--- config.mk ---
export PLATFORM = sky130hd
export DESIGN_NAME = cpu_run_controller_flat
export DESIGN_NICKNAME = d
export VERILOG_FILES = /design/src/rtl/cpu_run_controller_if.sv /design/src/rtl/cpu_run_controller.sv /design/src/flat_wrapper.sv
export SDC_FILE = /design/constraint.sdc
export NUM_CORES = 1
export LEC_CHECK = 0
export BUFFER_PORTS_ARGS = -buffer_cell sky130_fd_sc_hd__buf_2
export CORE_ASPECT_RATIO = 1.25
export CORE_MARGIN = 10
export CORE_UTILIZATION = 49
export CTS_CLUSTER_SIZE = 28
export DETAILED_ROUTE_END_ITERATION = 12
export PLACE_DENSITY_LB_ADDON = 0.05
export SYNTH_ARGS = -nofsm -noshare
export SYNTH_HDL_FRONTEND = slang
export SYNTH_SLANG_ARGS = --single-unit
--- constraint.sdc ---
create_clock -name clk -period 2.9 [get_ports clk]
set_clock_uncertainty 0.1 [all_clocks]
set_input_delay 0.725 -clock clk [delete_from_list [all_inputs] [get_ports clk]]
set_output_delay 0.725 -clock clk [all_outputs]
set_load 0.02 [all_outputs]
--- src/rtl/cpu_run_controller_if.sv ---
// Signal bundle between the run controller and its user (bench or bring-up logic).
// The controller takes the master modport; the user side takes the slave modport.
interface cpu_run_controller_if #(
  parameter int CNT_W = 32,
  parameter int PC_W  = 32
);
  logic             start;
  logic             cpu_halt;
  logic [PC_W-1:0]  cpu_pc;
  logic             cpu_reset_n;
  logic             running;
  logic             done;
  logic             timeout;
  logic             stalled;
  logic [CNT_W-1:0] cycle_count;

  modport master (
    input  start, cpu_halt, cpu_pc,
    output cpu_reset_n, running, done, timeout, stalled, cycle_count
  );

  modport slave (
    output start, cpu_halt, cpu_pc,
    input  cpu_reset_n, running, done, timeout, stalled, cycle_count
  );
endinterface

--- src/rtl/cpu_run_controller.sv ---
// Run controller for the MIYAJIRO core: reset sequencing, cycle counting, halt/limit stop.
// Define RUN_CTRL_STALL_DETECT_EN to add the stuck-PC detector and the STALLED state.
module cpu_run_controller #(
  parameter int RESET_CYCLES = 2,
  parameter int MAX_CYCLES   = 100,
  parameter int CNT_W        = 32,
  parameter int PC_W         = 32,
  parameter int STALL_LIMIT  = 16
) (
  input logic                   clk,
  input logic                   reset,
  cpu_run_controller_if.master  bus
);

  localparam int               HOLD_W    = (RESET_CYCLES > 1) ? $clog2(RESET_CYCLES) : 1;
  localparam logic [HOLD_W-1:0] HOLD_LAST = HOLD_W'(RESET_CYCLES - 1);
  localparam logic [CNT_W-1:0]  CNT_LIMIT = CNT_W'(MAX_CYCLES);
  localparam bit                LIMIT_EN  = (MAX_CYCLES != 0);

  typedef enum logic [2:0] {
    ST_RESET_HOLD,
    ST_RUN,
    ST_HALTED,
    ST_TIMEOUT
`ifdef RUN_CTRL_STALL_DETECT_EN
    , ST_STALLED
`endif
  } state_t;

  state_t             state_q, state_d;
  logic [HOLD_W-1:0]  hold_q, hold_d;
  logic [CNT_W-1:0]   count_q, count_d, count_inc;
  logic               cpu_reset_n_q, running_q, done_q, timeout_q;

  // Saturates so an unlimited run never wraps back to zero.
  assign count_inc = (&count_q) ? count_q : count_q + 1'b1;

`ifdef RUN_CTRL_STALL_DETECT_EN
  localparam int                STALL_W    = $clog2(STALL_LIMIT + 1);
  localparam logic [STALL_W-1:0] STALL_LAST = STALL_W'(STALL_LIMIT);

  logic [PC_W-1:0]    pc_q;
  logic [STALL_W-1:0] stall_q, stall_d, stall_inc;
  logic               stall_hit;
  logic               stalled_q;

  assign stall_inc = (bus.cpu_pc == pc_q) ? stall_q + 1'b1 : '0;
  assign stall_hit = (stall_inc == STALL_LAST);
  // Counting only continues while the run continues; any other transition clears it.
  assign stall_d   = (state_q == ST_RUN && state_d == ST_RUN) ? stall_inc : '0;

  always_ff @(posedge clk or posedge reset) begin
    if (reset) begin
      pc_q      <= '0;
      stall_q   <= '0;
      stalled_q <= 1'b0;
    end else begin
      pc_q      <= bus.cpu_pc;
      stall_q   <= stall_d;
      stalled_q <= (state_d == ST_STALLED);
    end
  end

  assign bus.stalled = stalled_q;
`else
  logic unused_pc;
  assign unused_pc   = ^bus.cpu_pc;
  assign bus.stalled = 1'b0;
`endif

  // NOTE: every variable written here gets a default first, so no path leaves it
  // unassigned and no latch is inferred.
  always_comb begin
    state_d = state_q;
    hold_d  = hold_q;
    count_d = count_q;
    unique case (state_q)
      ST_RESET_HOLD: begin
        hold_d = hold_q + 1'b1;
        if (hold_q == HOLD_LAST) state_d = ST_RUN;
      end
      ST_RUN: begin
        count_d = count_inc;
        if (bus.start) begin
          state_d = ST_RESET_HOLD;
          hold_d  = '0;
          count_d = '0;
        end else if (bus.cpu_halt) begin
          state_d = ST_HALTED;
        end else if (LIMIT_EN && count_inc == CNT_LIMIT) begin
          state_d = ST_TIMEOUT;
`ifdef RUN_CTRL_STALL_DETECT_EN
        end else if (stall_hit) begin
          state_d = ST_STALLED;
`endif
        end
      end
      default: begin
        if (bus.start) begin
          state_d = ST_RESET_HOLD;
          hold_d  = '0;
          count_d = '0;
        end
      end
    endcase
  end

  // NOTE: sequential state uses non-blocking assignments so every register samples
  // the values from before the edge, independent of statement order.
  always_ff @(posedge clk or posedge reset) begin
    if (reset) begin
      state_q       <= ST_RESET_HOLD;
      hold_q        <= '0;
      count_q       <= '0;
      cpu_reset_n_q <= 1'b0;
      running_q     <= 1'b0;
      done_q        <= 1'b0;
      timeout_q     <= 1'b0;
    end else begin
      state_q       <= state_d;
      hold_q        <= hold_d;
      count_q       <= count_d;
      cpu_reset_n_q <= (state_d == ST_RUN);
      running_q     <= (state_d == ST_RUN);
      done_q        <= (state_d != ST_RUN) && (state_d != ST_RESET_HOLD);
      timeout_q     <= (state_d == ST_TIMEOUT);
    end
  end

  assign bus.cpu_reset_n = cpu_reset_n_q;
  assign bus.running     = running_q;
  assign bus.done        = done_q;
  assign bus.timeout     = timeout_q;
  assign bus.cycle_count = count_q;

endmodule

--- src/flat_wrapper.sv ---
// flat-port wrapper written by rule: the top's interface ports become plain ports
module cpu_run_controller_flat 
#(
  parameter int RESET_CYCLES = 2,
  parameter int MAX_CYCLES   = 100,
  parameter int CNT_W        = 32,
  parameter int PC_W         = 32,
  parameter int STALL_LIMIT  = 16
)
  (clk, reset, bus_start, bus_cpu_halt, bus_cpu_pc, bus_cpu_reset_n, bus_running, bus_done, bus_timeout, bus_stalled, bus_cycle_count);
  cpu_run_controller_if #(.CNT_W(CNT_W), .PC_W(PC_W)) bus_i ();
  input logic clk;
  input logic reset;
  input wire logic [$bits(bus_i.start)-1:0] bus_start;
  input wire logic [$bits(bus_i.cpu_halt)-1:0] bus_cpu_halt;
  input wire logic [$bits(bus_i.cpu_pc)-1:0] bus_cpu_pc;
  output wire logic [$bits(bus_i.cpu_reset_n)-1:0] bus_cpu_reset_n;
  output wire logic [$bits(bus_i.running)-1:0] bus_running;
  output wire logic [$bits(bus_i.done)-1:0] bus_done;
  output wire logic [$bits(bus_i.timeout)-1:0] bus_timeout;
  output wire logic [$bits(bus_i.stalled)-1:0] bus_stalled;
  output wire logic [$bits(bus_i.cycle_count)-1:0] bus_cycle_count;
  assign bus_i.start = bus_start;
  assign bus_i.cpu_halt = bus_cpu_halt;
  assign bus_i.cpu_pc = bus_cpu_pc;
  assign bus_cpu_reset_n = bus_i.cpu_reset_n;
  assign bus_running = bus_i.running;
  assign bus_done = bus_i.done;
  assign bus_timeout = bus_i.timeout;
  assign bus_stalled = bus_i.stalled;
  assign bus_cycle_count = bus_i.cycle_count;
  cpu_run_controller #(.RESET_CYCLES(RESET_CYCLES), .MAX_CYCLES(MAX_CYCLES), .CNT_W(CNT_W), .PC_W(PC_W), .STALL_LIMIT(STALL_LIMIT)) u_core (.clk(clk), .reset(reset), .bus(bus_i));
endmodule
Word level (Yosys, flattened, before mapping)
Cells that the tools add are included.

word-level totals
  bits in writable memories = 0
  bits in registers = 39
  bits of input ports = 36
  output and inout bits = 37
  bits in read-only memories = 0
  memories kept = 0
  bits in latches = 0

cells by class
  $mul = 0
  eq/ne operators = 5
  shift-type cells = 0
  $lt $le $gt $ge = 0
  add/sub/neg operators = 2
  mux-type cells = 12
  bitwise logic cells = 1
  reduce and logical (&&, ||, !) cells = 7
  divide/modulo/power cells = 0

operators by type and width
  cell                   count
  $mux 32                3
  $pmux 32 s2            1
  $add 32x1->32 const B  1
  $eq 32x7->1 const B    1
  $reduce_and 32->1      1
  $mux 3                 5
  $eq 3x1->1 const B     2
  $pmux 3 s2             1
  $reduce_bool 2->1      2
  $eq 3x2->1 const B     1
  $logic_not 3->1        1
  $ne 3x1->1 const B     1
  $reduce_bool 3->1      1
  $mux 1                 2
  $reduce_and 2->1       1
  $add 1x1->1 const B    1
  $logic_and 1x1->1      1
  $not 1->1              1

Logic depth before layout (Yosys ltp)
  depth after elaboration = 9
  depth in mapped cells = 11

Least setup slack after synthesis
OpenSTA, ideal clock, no wires.

  path kind = register to register
  from = register u_core.count_q[0], in the netlist u_core.bus.cycle_count[0]
  to = register u_core.timeout_q, in the netlist u_core.bus.timeout
  cell stages (with the launch flop) = 10
  required time = 2704 ps
  setup time = 96 ps
  slack = -426 ps
  arrival = 3130 ps
  period minus slack after synthesis = 3326 ps
  cells stage by stage = dfrtp_1 > ha_1 > nand4_2 > or4_4 > a211o_2 > xor2_1 > o2111ai_1 > or4_4 > o41a_1 > nor4_2

on the way
  word-level cells in the longest chain between the ends = 8
  elaborated cells between the ends (all ways) = 9
  those cells by class = 1 x add/sub; 2 x eq/ne; 5 x mux; 1 x reduce/logical

RTL lines
  element                                             line                       source
  from (decl)                                         cpu_run_controller.sv:32   logic [CNT_W-1:0] count_q, count_d, count_inc;
  from (signal assigned)                              cpu_run_controller.sv:122  count_q <= count_d;
  $add 32x1->32 or $reduce_and 32->1 (tied branches)  cpu_run_controller.sv:36   assign count_inc = (&count_q) ? count_q : count_q + 1'b1;
  $mux 32 (*)                                         cpu_run_controller.sv:36
  $eq 32x7->1 (*)                                     cpu_run_controller.sv:90   end else if (LIMIT_EN && count_inc == CNT_LIMIT) begin
  $mux 3 (*)                                          cpu_run_controller.sv:90
  $mux 3 (*)                                          cpu_run_controller.sv:88   end else if (bus.cpu_halt) begin
  $mux 3 (*)                                          cpu_run_controller.sv:84   if (bus.start) begin
  $pmux 3 s2 (*)                                      cpu_run_controller.sv:77   unique case (state_q)
  $eq 3x2->1 (*)                                      cpu_run_controller.sv:126  timeout_q <= (state_d == ST_TIMEOUT);
  to (signal assigned)                                cpu_run_controller.sv:126
  to (decl)                                           cpu_run_controller.sv:33   logic cpu_reset_n_q, running_q, done_q, timeout_q;

Mark *: on every way between the ends. The rest lies on a longest branch, timed or not.
A chain may end at the register's enable or synchronous reset.

Worst setup path in the final report
  from = register u_core.count_q[12], in the netlist u_core.bus.cycle_count[12]
  to = register u_core.timeout_q, in the netlist u_core.bus.timeout

The elaborated chain is that of the path after synthesis.

==> flow_summary_export.csv <==
group,metric,value,unit
synth,yosysMostFrequentCell,"nand2_1",
clock_tree,cts_made_buffers,5,
final_layout,area_growth,38.0,%
power_and_ir_drop,sw_frac_of_total,39.1,%
power_and_ir_drop,p_leak,1.85,nW
timing,fmax,326,MHz
final_layout,postLayoutCoreUtil,68.7,%
timing,hold_viol_final,0,
global_route,grt_remaining_overflow,0,
synth,async_reset_ff_share,100,%
synth,yosys.area.top_type_share,34.1,%
critical_path,reg2reg_slack,-170,ps
timing,final.setup.tns,-166,ps
critical_path,rr_endpoint,"u_core.bus.timeout",
synth,synth_nets,390,
critical_path,timing.rr.start,"u_core.bus.cycle_count[12]",
synth,yosysUniqueCellTypes,52,
synth,synthesis.area,2860,sq um
synth,ys_seq_area_share,34.1,%
clock_tree,cts_sinks,39,
synth,synthCells,353,
global_route,grt_max_degree,40,
power_and_ir_drop,clkPwrFrac,23.4,%
critical_path,reg2reg_depth,8,
clock_tree,clockRootBuffer,"clkbuf_8",
drt,postRouteAntennaNets,0,
power_and_ir_drop,seq_power_share,40.5,%
power_and_ir_drop,p_switching,0.610,mW
power_and_ir_drop,finalPower,1.56,mW
global_route,grt_usage,20.7,%
synth,synth_area_leaders,"dfrtp_1, o21ai_0, nand2_1",
global_route,grt_pass1_wl,15.5,mm
global_route,antenna_found_initial,0,
clock_tree,path_clk_slew,80,ps
floorplanning,die_y,105,microns
timing,maxSlewHeadroom,58.0,%
drt,drt_iter0_markers,248,
clock_tree,clockBufferDepth,2,
final_layout,fin_cells,527,
final_layout,drive_gt1_share,39.0,%
timing,fin_ws,-166,ps
clock_tree,cts_hold_buf,0,
outcome,violations,"negative setup slack",
power_and_ir_drop,intPower,0.949,mW
floorplanning,start_util,49.8,%
power_and_ir_drop,ir_drop,0.306,mV
critical_path,crit_slowest_cell,"or4_4",
drt,routedWlPerCell,18.4,microns
place,place_area,3650,sq um
critical_path,critPathTopFamily,"simple AND/OR/NAND/NOR gates",
drt,drc,0,
critical_path,critPathMaxFanout,4,
floorplanning,core_area,5740,sq um
synth,synth-edff-count,0,
synth,ys.flop_type,"dfrtp_1",
critical_path,worstPathArrival,3170,ps
place,gp_congestion,0.998,
final_layout,final_cell_area,3950,sq um
critical_path,required,3010,ps
critical_path,path_cells,"nand4_1 -> or4_4 -> a211o_4 -> xor2_2 -> o2111ai_1 -> or4_4 -> o41a_1 -> nor4_2",
synth,ys_ff_latch,39,
timing,whs,439,ps
final_layout,fin_nets,497,
drt,vias_per_cell,6.24,
synth,synthTopCellsByCount,"nand2_1, dfrtp_1, o21ai_0",
timing,fin_crit,3070,ps
floorplanning,die_area,9310,sq um
clock_tree,cts_tree,"yes",
worst_hold_path,hp-class,"in2async",
drt,drt_wl_total,9.72,mm
synth,yosys_warnings,0,
critical_path,worst-path-buf-inv,0,
timing,worst_pin_slew,624,ps
floorplanning,die_w,88.3,microns
critical_path,crit_path_start_kind,"register",
place,hpwl,7.07,mm
place,post-place-ws,-249,ps
place,port_buffers,39,
final_layout,n_antenna_cell,0,
drt,first_pass_iters,7,
timing,rsz0062_at_grt,"yes",
clock_tree,h-tree-depth,2,
floorplanning,num_io_pins,73,
outcome,status,"finished with violations",
timing,slew_viol_final,0,
place,dp_cells,511,
critical_path,path_class,"reg2reg",
power_and_ir_drop,combPwrFrac,36.2,%
drt,num_vias,3286,
synth,syn_avg_cell_area,8.10,sq um
power_and_ir_drop,powerDensity,395,nW/um^2
floorplanning,row_count,31,
clock_tree,clk_latency,290,ps
run,cap_violations,0,
critical_path,cpMostUsedCell,"or4_4",
synth,synth_top_area_cell,"dfrtp_1",
timing,timing.final.crit_share,106,%
critical_path,cp-end-kind,"register",
critical_path,critPathMaxStageDelay,560,ps
timing,finalSetupViolations,1,
global_route,grt_pass1_vias,3117,
[logic make-up after synthesis]
logic type | synth area share [%]
multiplexers | 2.98
buffers and inverters | 6.43
adder cells (fa/ha/maj) | 0.438
AO/OA/AOI/OAI | 21.7
XOR/XNOR | 3.68
flip-flops | 34.1
other | 0.131
AND/OR/NAND/NOR | 30.5
[what timing repair did]
action	4_1_cts	5_1_grt
gates resized for setup	8	18
pin swaps	9	6
setup endpoints to repair	4	4
setup buffers	6	2
endpoints found under the hold margin	0	0
[cells in the final DEF, fill, tap and decap left out, types with 4 or more instances in the layout]
cell | synthesis | routed
nor3_1 | 10 | 7
nand4_1 | 15 | 15
mux2_2 | 4 | 4
o31ai_1 | 9 | 7
xnor2_1 | 6 | 6
a31oi_1 | 12 | 12
dfrtp_1 | 39 | 36
and3_1 | 8 | 8
nor2_1 | 22 | 21
buf_2 | 15 | 39
and4_1 | 7 | 7
xor2_1 | 6 | 5
inv_1 | 8 | 8
a21oi_1 | 20 | 19
clkbuf_8 | 0 | 5
nand3_1 | 15 | 14
nand2_1 | 41 | 41
or3_1 | 4 | 4
o41ai_1 | 4 | 4
and2_1 | 6 | 6
o21ai_0 | 39 | 38
buf_4 | 5 | 91
[cell type report]
| class | count | area (sq um) |
|---|---|---|
| multi-input cells | 275 | 1880 |
| fillers | 482 | 1790 |
| flip-flops and latches | 39 | 980 |
| repair buffers | 131 | 890 |
| well taps | 66 | 82.6 |
| clock buffers | 5 | 68.8 |
| inverters | 8 | 30.0 |
| clock inverters | 3 | 15.0 |
[metal layers]
| metal | track usage (%) | part of all wire (%) |
|---|---|---|
| met2 | 34.8 | 51 |
| met4 | 10.5 | 3.4 |
| met5 | 0 | 0 |
| met3 | 3.31 | 5.8 |
| met1 | 24.6 | 40 |
[state kept, by name (all words and copies together) (netlist names)]
signal / flops
u_core.bus.cycle_count: 32
u_core.state_q: 3
u_core.bus.cpu_reset_n: 1
u_core.bus.done: 1
u_core.bus.timeout: 1
u_core.hold_q: 1
[power groups by stage]
stage          sequential, mW  combinational [mW]  clock (mW)
2_1_floorplan           0.672               0.323           0
3_3_place_gp            0.637               0.537           0
3_5_place_dp            0.640               0.547           0
4_1_cts                 0.630               0.554       0.374
5_1_grt                 0.638               0.619       0.397
6_report                0.631               0.564       0.364
[worst register-to-register path, cell delays in order (launching register included)]
cell and delay (ps):
dfrtp_1 390, nand4_1 190, or4_4 560, a211o_4 310, xor2_2 170, o2111ai_1 130
or4_4 530, o41a_1 450, nor4_2 130
[how the worst max path moves through the flow]
stage / startpoint / endpoint / cells after the start
3_5_place_dp: u_core.bus.cycle_count[1] / u_core.bus.timeout / 9
2_1_floorplan: u_core.bus.cycle_count[0] / u_core.bus.timeout / 9
6_report: u_core.bus.cycle_count[12] / u_core.bus.timeout / 8
4_1_cts: u_core.bus.cycle_count[1] / u_core.bus.timeout / 9
3_3_place_gp: u_core.bus.cycle_count[1] / u_core.bus.timeout / 9
5_1_grt: u_core.bus.cycle_count[1] / u_core.bus.timeout / 13
Power figures use the tool's default switching activity.
